File: src/rtl/si4463_pkg.sv
// Shared opcodes, CTS status bytes and FSM states for the Si4463 host-interface responder.
package si4463_pkg;

    localparam logic [7:0] OP_POWER_UP       = 8'h02;
    localparam logic [7:0] OP_READ_CMD_BUFF  = 8'h44;
    localparam logic [7:0] OP_WRITE_TX_FIFO  = 8'h66;
    localparam logic [7:0] OP_READ_RX_FIFO   = 8'h77;
    localparam logic [7:0] CTS_READY         = 8'hFF;
    localparam logic [7:0] CTS_BUSY          = 8'h00;

    typedef enum logic [2:0] {
        IDLE,
        OPCODE,
        CAPT,
        RDBUF,
        TXF,
        RXF
    } state_t;

endpackage

File: src/rtl/si4463_spi_responder_shifter.sv
// SPI mode-0 slave front end: pin synchronisers, edge detect, bit counter and shift registers.
module spi_slave_shifter (
    input  logic       clk,
    input  logic       reset,
    input  logic       ss_n,
    input  logic       sclk,
    input  logic       mosi,
    input  logic       en,
    input  logic       tx_load,
    input  logic [7:0] tx_byte,
    output logic       miso,
    output logic       byte_done,
    output logic [7:0] rx_byte,
    output logic       frame_start,
    output logic       frame_end
);
    // [1] is the synchronised value, [2] its previous cycle for edge detection
    logic [2:0] ss_q, sclk_q;
    logic [1:0] mosi_q;
    logic [2:0] bit_cnt;
    logic [6:0] rx_sr;
    logic [7:0] tx_sr;
    logic       sel, sclk_rise, sclk_fall;

    assign sel         = ~ss_q[1];
    assign frame_start = ss_q[2] & ~ss_q[1];
    assign frame_end   = ~ss_q[2] & ss_q[1];
    assign sclk_rise   = ~sclk_q[2] & sclk_q[1] & sel;
    assign sclk_fall   = sclk_q[2] & ~sclk_q[1] & sel;
    assign byte_done   = sclk_rise & (bit_cnt == 3'd7);
    assign rx_byte     = {rx_sr, mosi_q[1]};

    // ss_n resets low so a reset mid-frame cannot fake a fall on release
    always_ff @(posedge clk or posedge reset) begin
        if (reset) begin
            ss_q   <= '0;
            sclk_q <= '0;
            mosi_q <= '0;
        end else begin
            ss_q   <= {ss_q[1:0], ss_n};
            sclk_q <= {sclk_q[1:0], sclk};
            mosi_q <= {mosi_q[0], mosi};
        end
    end

    always_ff @(posedge clk or posedge reset) begin
        if (reset) begin
            bit_cnt <= '0;
            rx_sr   <= '0;
        end else if (frame_start || frame_end) begin
            bit_cnt <= '0;
        end else if (sclk_rise) begin
            bit_cnt <= bit_cnt + 3'd1;
            rx_sr   <= rx_byte[6:0];
        end
    end

    // At frame start the MSB goes straight to miso; later loads wait for the next fall
    always_ff @(posedge clk or posedge reset) begin
        if (reset) begin
            tx_sr <= '0;
            miso  <= 1'b0;
        end else if (tx_load && frame_start) begin
            miso  <= tx_byte[7];
            tx_sr <= {tx_byte[6:0], 1'b0};
        end else if (tx_load) begin
            tx_sr <= tx_byte;
        end else if (!en) begin
            miso  <= 1'b0;
        end else if (sclk_fall) begin
            miso  <= tx_sr[7];
            tx_sr <= {tx_sr[6:0], 1'b0};
        end
    end

endmodule

File: src/rtl/si4463_spi_responder.sv
// Si4463 host-interface model: command capture, CTS/READ_CMD_BUFF handshake and TX/RX FIFO streaming.
module si4463_spi_responder
    import si4463_pkg::*;
#(
    parameter int         CMD_DEPTH    = 16,
    parameter logic [7:0] CMD_READ_BUF = OP_READ_CMD_BUFF,
    parameter logic [7:0] CMD_TX_FIFO  = OP_WRITE_TX_FIFO,
    parameter logic [7:0] CMD_RX_FIFO  = OP_READ_RX_FIFO
) (
    input  logic       clk,
    input  logic       reset,
    input  logic       ss_n,
    input  logic       sclk,
    input  logic       mosi,
    output logic       miso,
    output logic       cmd_valid,
    output logic [4:0] cmd_len,
    input  logic [3:0] cmd_rd_addr,
    output logic [7:0] cmd_rd_data,
    input  logic       resp_wr,
    input  logic [3:0] resp_addr,
    input  logic [7:0] resp_data,
    input  logic       resp_done,
    output logic       cts,
    output logic       txf_wr,
    output logic [7:0] txf_data,
    output logic       rxf_rd,
    input  logic [7:0] rxf_data,
    output logic       err_ovf
);
    state_t state, nxt;

    logic [CMD_DEPTH-1:0][7:0] cmd_buf, resp_buf;
    logic [4:0] cmd_cnt;
    logic [3:0] rd_idx;
    logic       rd_ok;
    logic       byte_done, frame_start, frame_end;
    logic [7:0] rx_byte, tx_byte;
    logic       tx_load, cap_wr, cap_store, cts_clr, txf_pulse, rxf_pulse, rd_start;

    spi_slave_shifter u_shift (
        .clk         (clk),
        .reset       (reset),
        .ss_n        (ss_n),
        .sclk        (sclk),
        .mosi        (mosi),
        .en          (state != IDLE),
        .tx_load     (tx_load),
        .tx_byte     (tx_byte),
        .miso        (miso),
        .byte_done   (byte_done),
        .rx_byte     (rx_byte),
        .frame_start (frame_start),
        .frame_end   (frame_end)
    );

    assign cmd_rd_data = cmd_buf[cmd_rd_addr];
    assign cap_store   = cap_wr && (cmd_cnt < 5'(CMD_DEPTH));

    always_ff @(posedge clk or posedge reset) begin
        if (reset) state <= IDLE;
        else       state <= nxt;
    end

    always_comb begin
        nxt       = state;
        tx_load   = 1'b0;
        tx_byte   = CTS_BUSY;
        cap_wr    = 1'b0;
        cts_clr   = 1'b0;
        txf_pulse = 1'b0;
        rxf_pulse = 1'b0;
        rd_start  = 1'b0;
        case (state)
            IDLE: if (frame_start) begin
                nxt     = OPCODE;
                tx_load = 1'b1;
            end
            OPCODE: if (byte_done) begin
                tx_load = 1'b1;
                if (rx_byte == CMD_READ_BUF) begin
                    nxt      = RDBUF;
                    rd_start = 1'b1;
                    tx_byte  = cts ? CTS_READY : CTS_BUSY;
                end else if (rx_byte == CMD_TX_FIFO) begin
                    nxt = TXF;
                end else if (rx_byte == CMD_RX_FIFO) begin
                    nxt       = RXF;
                    tx_byte   = rxf_data;
                    rxf_pulse = 1'b1;
                end else begin
                    nxt     = CAPT;
                    cap_wr  = 1'b1;
                    cts_clr = 1'b1;
                end
            end
            CAPT: if (byte_done) begin
                tx_load = 1'b1;
                cap_wr  = 1'b1;
            end
            RDBUF: if (byte_done) begin
                tx_load = 1'b1;
                tx_byte = rd_ok ? resp_buf[rd_idx] : CTS_BUSY;
            end
            TXF: if (byte_done) begin
                tx_load   = 1'b1;
                txf_pulse = 1'b1;
            end
            RXF: if (byte_done) begin
                tx_load   = 1'b1;
                tx_byte   = rxf_data;
                rxf_pulse = 1'b1;
            end
            default: nxt = IDLE;
        endcase
        if (frame_end) nxt = IDLE;
    end

    always_ff @(posedge clk or posedge reset) begin
        if (reset) begin
            cmd_cnt   <= '0;
            cmd_valid <= 1'b0;
            cmd_len   <= '0;
            cts       <= 1'b1;
            err_ovf   <= 1'b0;
            rd_idx    <= '0;
            rd_ok     <= 1'b0;
            txf_wr    <= 1'b0;
            txf_data  <= '0;
            rxf_rd    <= 1'b0;
        end else begin
            cmd_valid <= (state == CAPT) && frame_end;
            txf_wr    <= txf_pulse;
            rxf_rd    <= rxf_pulse;
            if (frame_start) cmd_cnt <= '0;
            else if (cap_store) cmd_cnt <= cmd_cnt + 5'd1;
            if (cap_wr && !cap_store) err_ovf <= 1'b1;
            if ((state == CAPT) && frame_end) cmd_len <= cmd_cnt;
            // clear on capture entry takes priority over a coincident resp_done
            if (cts_clr) cts <= 1'b0;
            else if (resp_done) cts <= 1'b1;
            if (rd_start) begin
                rd_idx <= '0;
                rd_ok  <= cts;
            end else if (state == RDBUF && byte_done) begin
                rd_idx <= rd_idx + 4'd1;
            end
            if (txf_pulse) txf_data <= rx_byte;
        end
    end

    // Buffers hold their contents across reset
    always_ff @(posedge clk) begin
        if (cap_store) cmd_buf[cmd_cnt[3:0]] <= rx_byte;
        if (resp_wr)   resp_buf[resp_addr]   <= resp_data;
    end

endmodule

File: config.mk
export PLATFORM = sky130hd
export DESIGN_NAME = si4463_spi_responder
export DESIGN_NICKNAME = d
export VERILOG_FILES = /design/src/rtl/si4463_pkg.sv /design/src/rtl/si4463_spi_responder_shifter.sv /design/src/rtl/si4463_spi_responder.sv
export SDC_FILE = /design/constraint.sdc
export NUM_CORES = 1
export LEC_CHECK = 0
export ABC_CLOCK_PERIOD_IN_PS = 2900
export CORE_ASPECT_RATIO = 0.5
export CORE_MARGIN = 2
export CORE_UTILIZATION = 57
export CTS_BUF_LIST = sky130_fd_sc_hd__clkbuf_8
export CTS_CLUSTER_SIZE = 25
export DETAILED_ROUTE_END_ITERATION = 16
export PLACE_DENSITY = 0.78
export SLEW_MARGIN = 0
export SYNTH_ARGS = -nofsm -noshare
export SYNTH_HDL_FRONTEND = slang
export SYNTH_HIERARCHICAL = 1
export SYNTH_SLANG_ARGS = --single-unit
File: constraint.sdc
create_clock -name clk -period 2.9 [get_ports clk]
set_clock_uncertainty 0.1 [all_clocks]
set_input_delay 0.58 -clock clk [delete_from_list [all_inputs] [get_ports clk]]
set_output_delay 0.58 -clock clk [all_outputs]
set_load 0.02 [all_outputs]
==> flow_metrics.env <==
export IMPL_outcome="finished, final reports clean"
export IMPL_grt_ovfl_total=0
export IMPL_ys_ff_latch=314
export IMPL_htreeDepth=2
export IMPL_worstPathArrival_ps=2170
export IMPL_syn_to_final_growth_pct=16.3
export IMPL_synth_top_area_share=0.591
export IMPL_clkTransAtPathRegs_ps=70
export IMPL_cpLargestDelayFamily="multiplexers"
export IMPL_yosysSeqAreaShare=0.703
export IMPL_synthDistinctLibCells=65
export IMPL_fp_coreArea_um2=22600
export IMPL_synthTopCellsByArea="edfxtp_1 59%, mux4_2 11%, dfrtp_1 11%, mux2i_1 2.1%, mux2_2 1.3%"
export IMPL_drt_iter0_drc=768
export IMPL_crit_fanout=5
export IMPL_post_drt_wl_per_cell_um=23.2
export IMPL_tightest_slew_ps=654
export IMPL_fmax_mhz=351
export IMPL_finalCritPeriodShare=0.983
export IMPL_final_max_slew_violation_count=0
export IMPL_worstSetupPathType="in -> out"
export IMPL_gp_congestion=0.859
export IMPL_grt_pass1_vias=7071
export IMPL_port_buffers=57
export IMPL_drt_pass1_iterations=5
export IMPL_fin_nets=864
export IMPL_cts_root_buf="clkbuf_8"
export IMPL_power_mw=8.94
export IMPL_clkLatencyLatePin_ps=550
export IMPL_num_antenna_cells=0
export IMPL_drv_cap=0
export IMPL_vias_per_cell=5.90
export IMPL_required_ps=2220
export IMPL_die_area_um2=24100
export IMPL_async_flop_share=0.185
export IMPL_synth_area_um2=13000
export IMPL_hold_violations=0
export IMPL_end_kind="primary output"
export IMPL_min_period_ps=2850
export IMPL_wl_mm=26.9
export IMPL_num_rows=39
export IMPL_setup_viol=0
export IMPL_power_leakage_nw=5.43
export IMPL_r2r_slack_ps=220
export IMPL_netlist_instances=688
export IMPL_start_util=0.576
export IMPL_relSlewSlack=0.562
export IMPL_cts_sinks=314
export IMPL_cts_tree="built"
export IMPL_synth_nets=730
export IMPL_rsz0062_at_grt="no"
export IMPL_ys_top_cells_by_count="256 x edfxtp_1, 66 x mux4_2, 57 x dfrtp_1"
export IMPL_hold_start="u_shift/mosi_q[0]"
export IMPL_min_path_cells=0
export IMPL_path_cells="buf_4 -> buf_4 -> mux4_2 -> mux4_2 -> clkdlybuf4s15_2"
export IMPL_path_buf_inv=3
export IMPL_powerDensity_nw_per_um2=591
export IMPL_drc_errors=0
export IMPL_postRouteAntennaNets=0
export IMPL_critPathLaunch="cmd_rd_addr[0]"
export IMPL_whs_ps=233
export IMPL_die_height_um=111
export IMPL_synth_flop_cell="edfxtp_1"
export IMPL_hp_class="reg -> reg"
export IMPL_crit_reg2reg_launch="u_shift/sclk_q[2]"
export IMPL_synth_edff_count=256
export IMPL_dp_cells=1081
export IMPL_r2r_end="u_shift/miso"
export IMPL_ctsHoldBuffers=0
export IMPL_antenna_found_initial=0
export IMPL_irDropWorstVdd_mv=0.359
export IMPL_grt_pass1_wl_mm=41.5
export IMPL_io_pins=58
export IMPL_cp_start_kind="input port"
export IMPL_instances_no_fill=1162
export IMPL_vias=6856
export IMPL_dp_hpwl_mm=17.3
export IMPL_fin_tns_setup_ps=0
export IMPL_cp_slowest_cell="mux4_2"
export IMPL_synth_most_common_cell="edfxtp_1"
export IMPL_postCtsSetupBuffers=0
export IMPL_synth_warnings=6
export IMPL_cpPeakStageDelay_ps=530
export IMPL_cts_buffer_depth=3
export IMPL_whs_endpoint="u_shift/mosi_q[1]"
export IMPL_die_w_um=218
export IMPL_avgSynthCellArea_um2=18.9
export IMPL_synth_top_area_cell="edfxtp_1"
export IMPL_grt_max_degree=35
export IMPL_drive_gt1_frac=0.277
export IMPL_cts_buffers_inserted=44
export IMPL_reg2regPathDepth=10
export IMPL_grt_usage=0.233
## how the worst max path moves through the flow
stage | endpoint | slack (ps) | cells past startpoint
after floorplan | cmd_buf[0] | -60 | 6
after global placement | cmd_rd_data[1] | -480 | 5
after detailed placement | cmd_rd_data[1] | -540 | 5
after CTS | cmd_rd_data[1] | 3 | 5
after global routing | cmd_rd_data[7] | 3 | 5
final | cmd_rd_data[7] | 50 | 5
## per-stage QoR
| step | setup slack, ps | utilization | instance area, um2 |
|---|---|---|---|
| finish | 48.7 | 0.670 | 15100 |
| detailed placement | -536 | 0.632 | 14300 |
| floorplan | -56.4 | - | 13000 |
| global placement | -477 | 0.632 | 14300 |
| global route | 2.66 | 0.670 | 15100 |
| CTS | 3.23 | 0.671 | 15200 |
## cells by family (layout without fill, tap and decap cells)
group / after synthesis / count (layout) / share of synthesized area
AO/OA/AOI/OAI: 40 / 40 / 0.0227
XOR/XNOR: 5 / 5 / 0.00337
adder cells (fa/ha/maj): 11 / 11 / 0.0106
buffers and inverters: 52 / 219 / 0.0238
flip-flops: 314 / 314 / 0.703
multiplexers: 122 / 122 / 0.169
AND/OR/NAND/NOR: 144 / 144 / 0.0679
## registers in the layout, summed over array words and instances (netlist names), 3 cells and up
| signal | flops |
|---|---|
| cmd_cnt | 5 |
| rd_idx | 4 |
| u_shift/sclk_q | 3 |
| resp_buf | 128 |
| cmd_len | 5 |
| txf_data | 8 |
| u_shift/bit_cnt | 3 |
| u_shift/ss_q | 3 |
| cmd_buf | 128 |
| u_shift/tx_sr | 8 |
| u_shift/rx_sr | 7 |
| state | 3 |
## final cells by class
cell class,instances,area (um2)
Clock buffer,46,633
Fill cell,1486,7460
Tap cell,307,384
Multi-Input combinational cell,322,3580
Inverter,13,48.8
Clock inverter,33,165
Timing Repair Buffer,127,1180
Sequential cell,314,9140
## routing by layer
metal  GRT usage  vias to the layer above  share of wire
met4      0.0667                        0          0.020
met1       0.322                     3549           0.42
met3      0.0425                       39          0.060
li1            -                     3057              -
met2       0.385                      211           0.50
met5           0                        -              0
## layout by cell type, fill, tap and decap left out, types with 7 or more instances in the layout
cell type and instances:
buf_4 62, a211o_1 7, mux2_4 7, ha_1 11
mux2_2 15, mux4_2 66, clkbuf_8 46, nor2_1 22
clkdlybuf4s50_1 47, nand3b_1 14, nand2_1 19, edfxtp_1 256
mux2i_1 27, clkinv_2 8, clkinv_1 10, inv_1 26
nand3_1 9, nor3_1 19, dfrtp_1 57
## power breakdown
| part | switching, mW | internal, mW | leakage (nW) | total, mW |
|---|---|---|---|---|
| logic | 0.375 | 0.263 | 1.84 | 0.639 |
| clock network | 1.61 | 1.57 | 0.469 | 3.18 |
| registers | 0.0379 | 5.09 | 3.12 | 5.12 |
| total | 2.02 | 6.92 | 5.43 | 8.94 |
## what timing repair did
| item | CTS | global route |
|---|---|---|
| cloned | 2 | 0 |
| resized for setup | 30 | 8 |
| hold endpoints to repair | 0 | 0 |
| setup endpoints to repair | 8 | 22 |
Power figures use the tool's default switching activity.
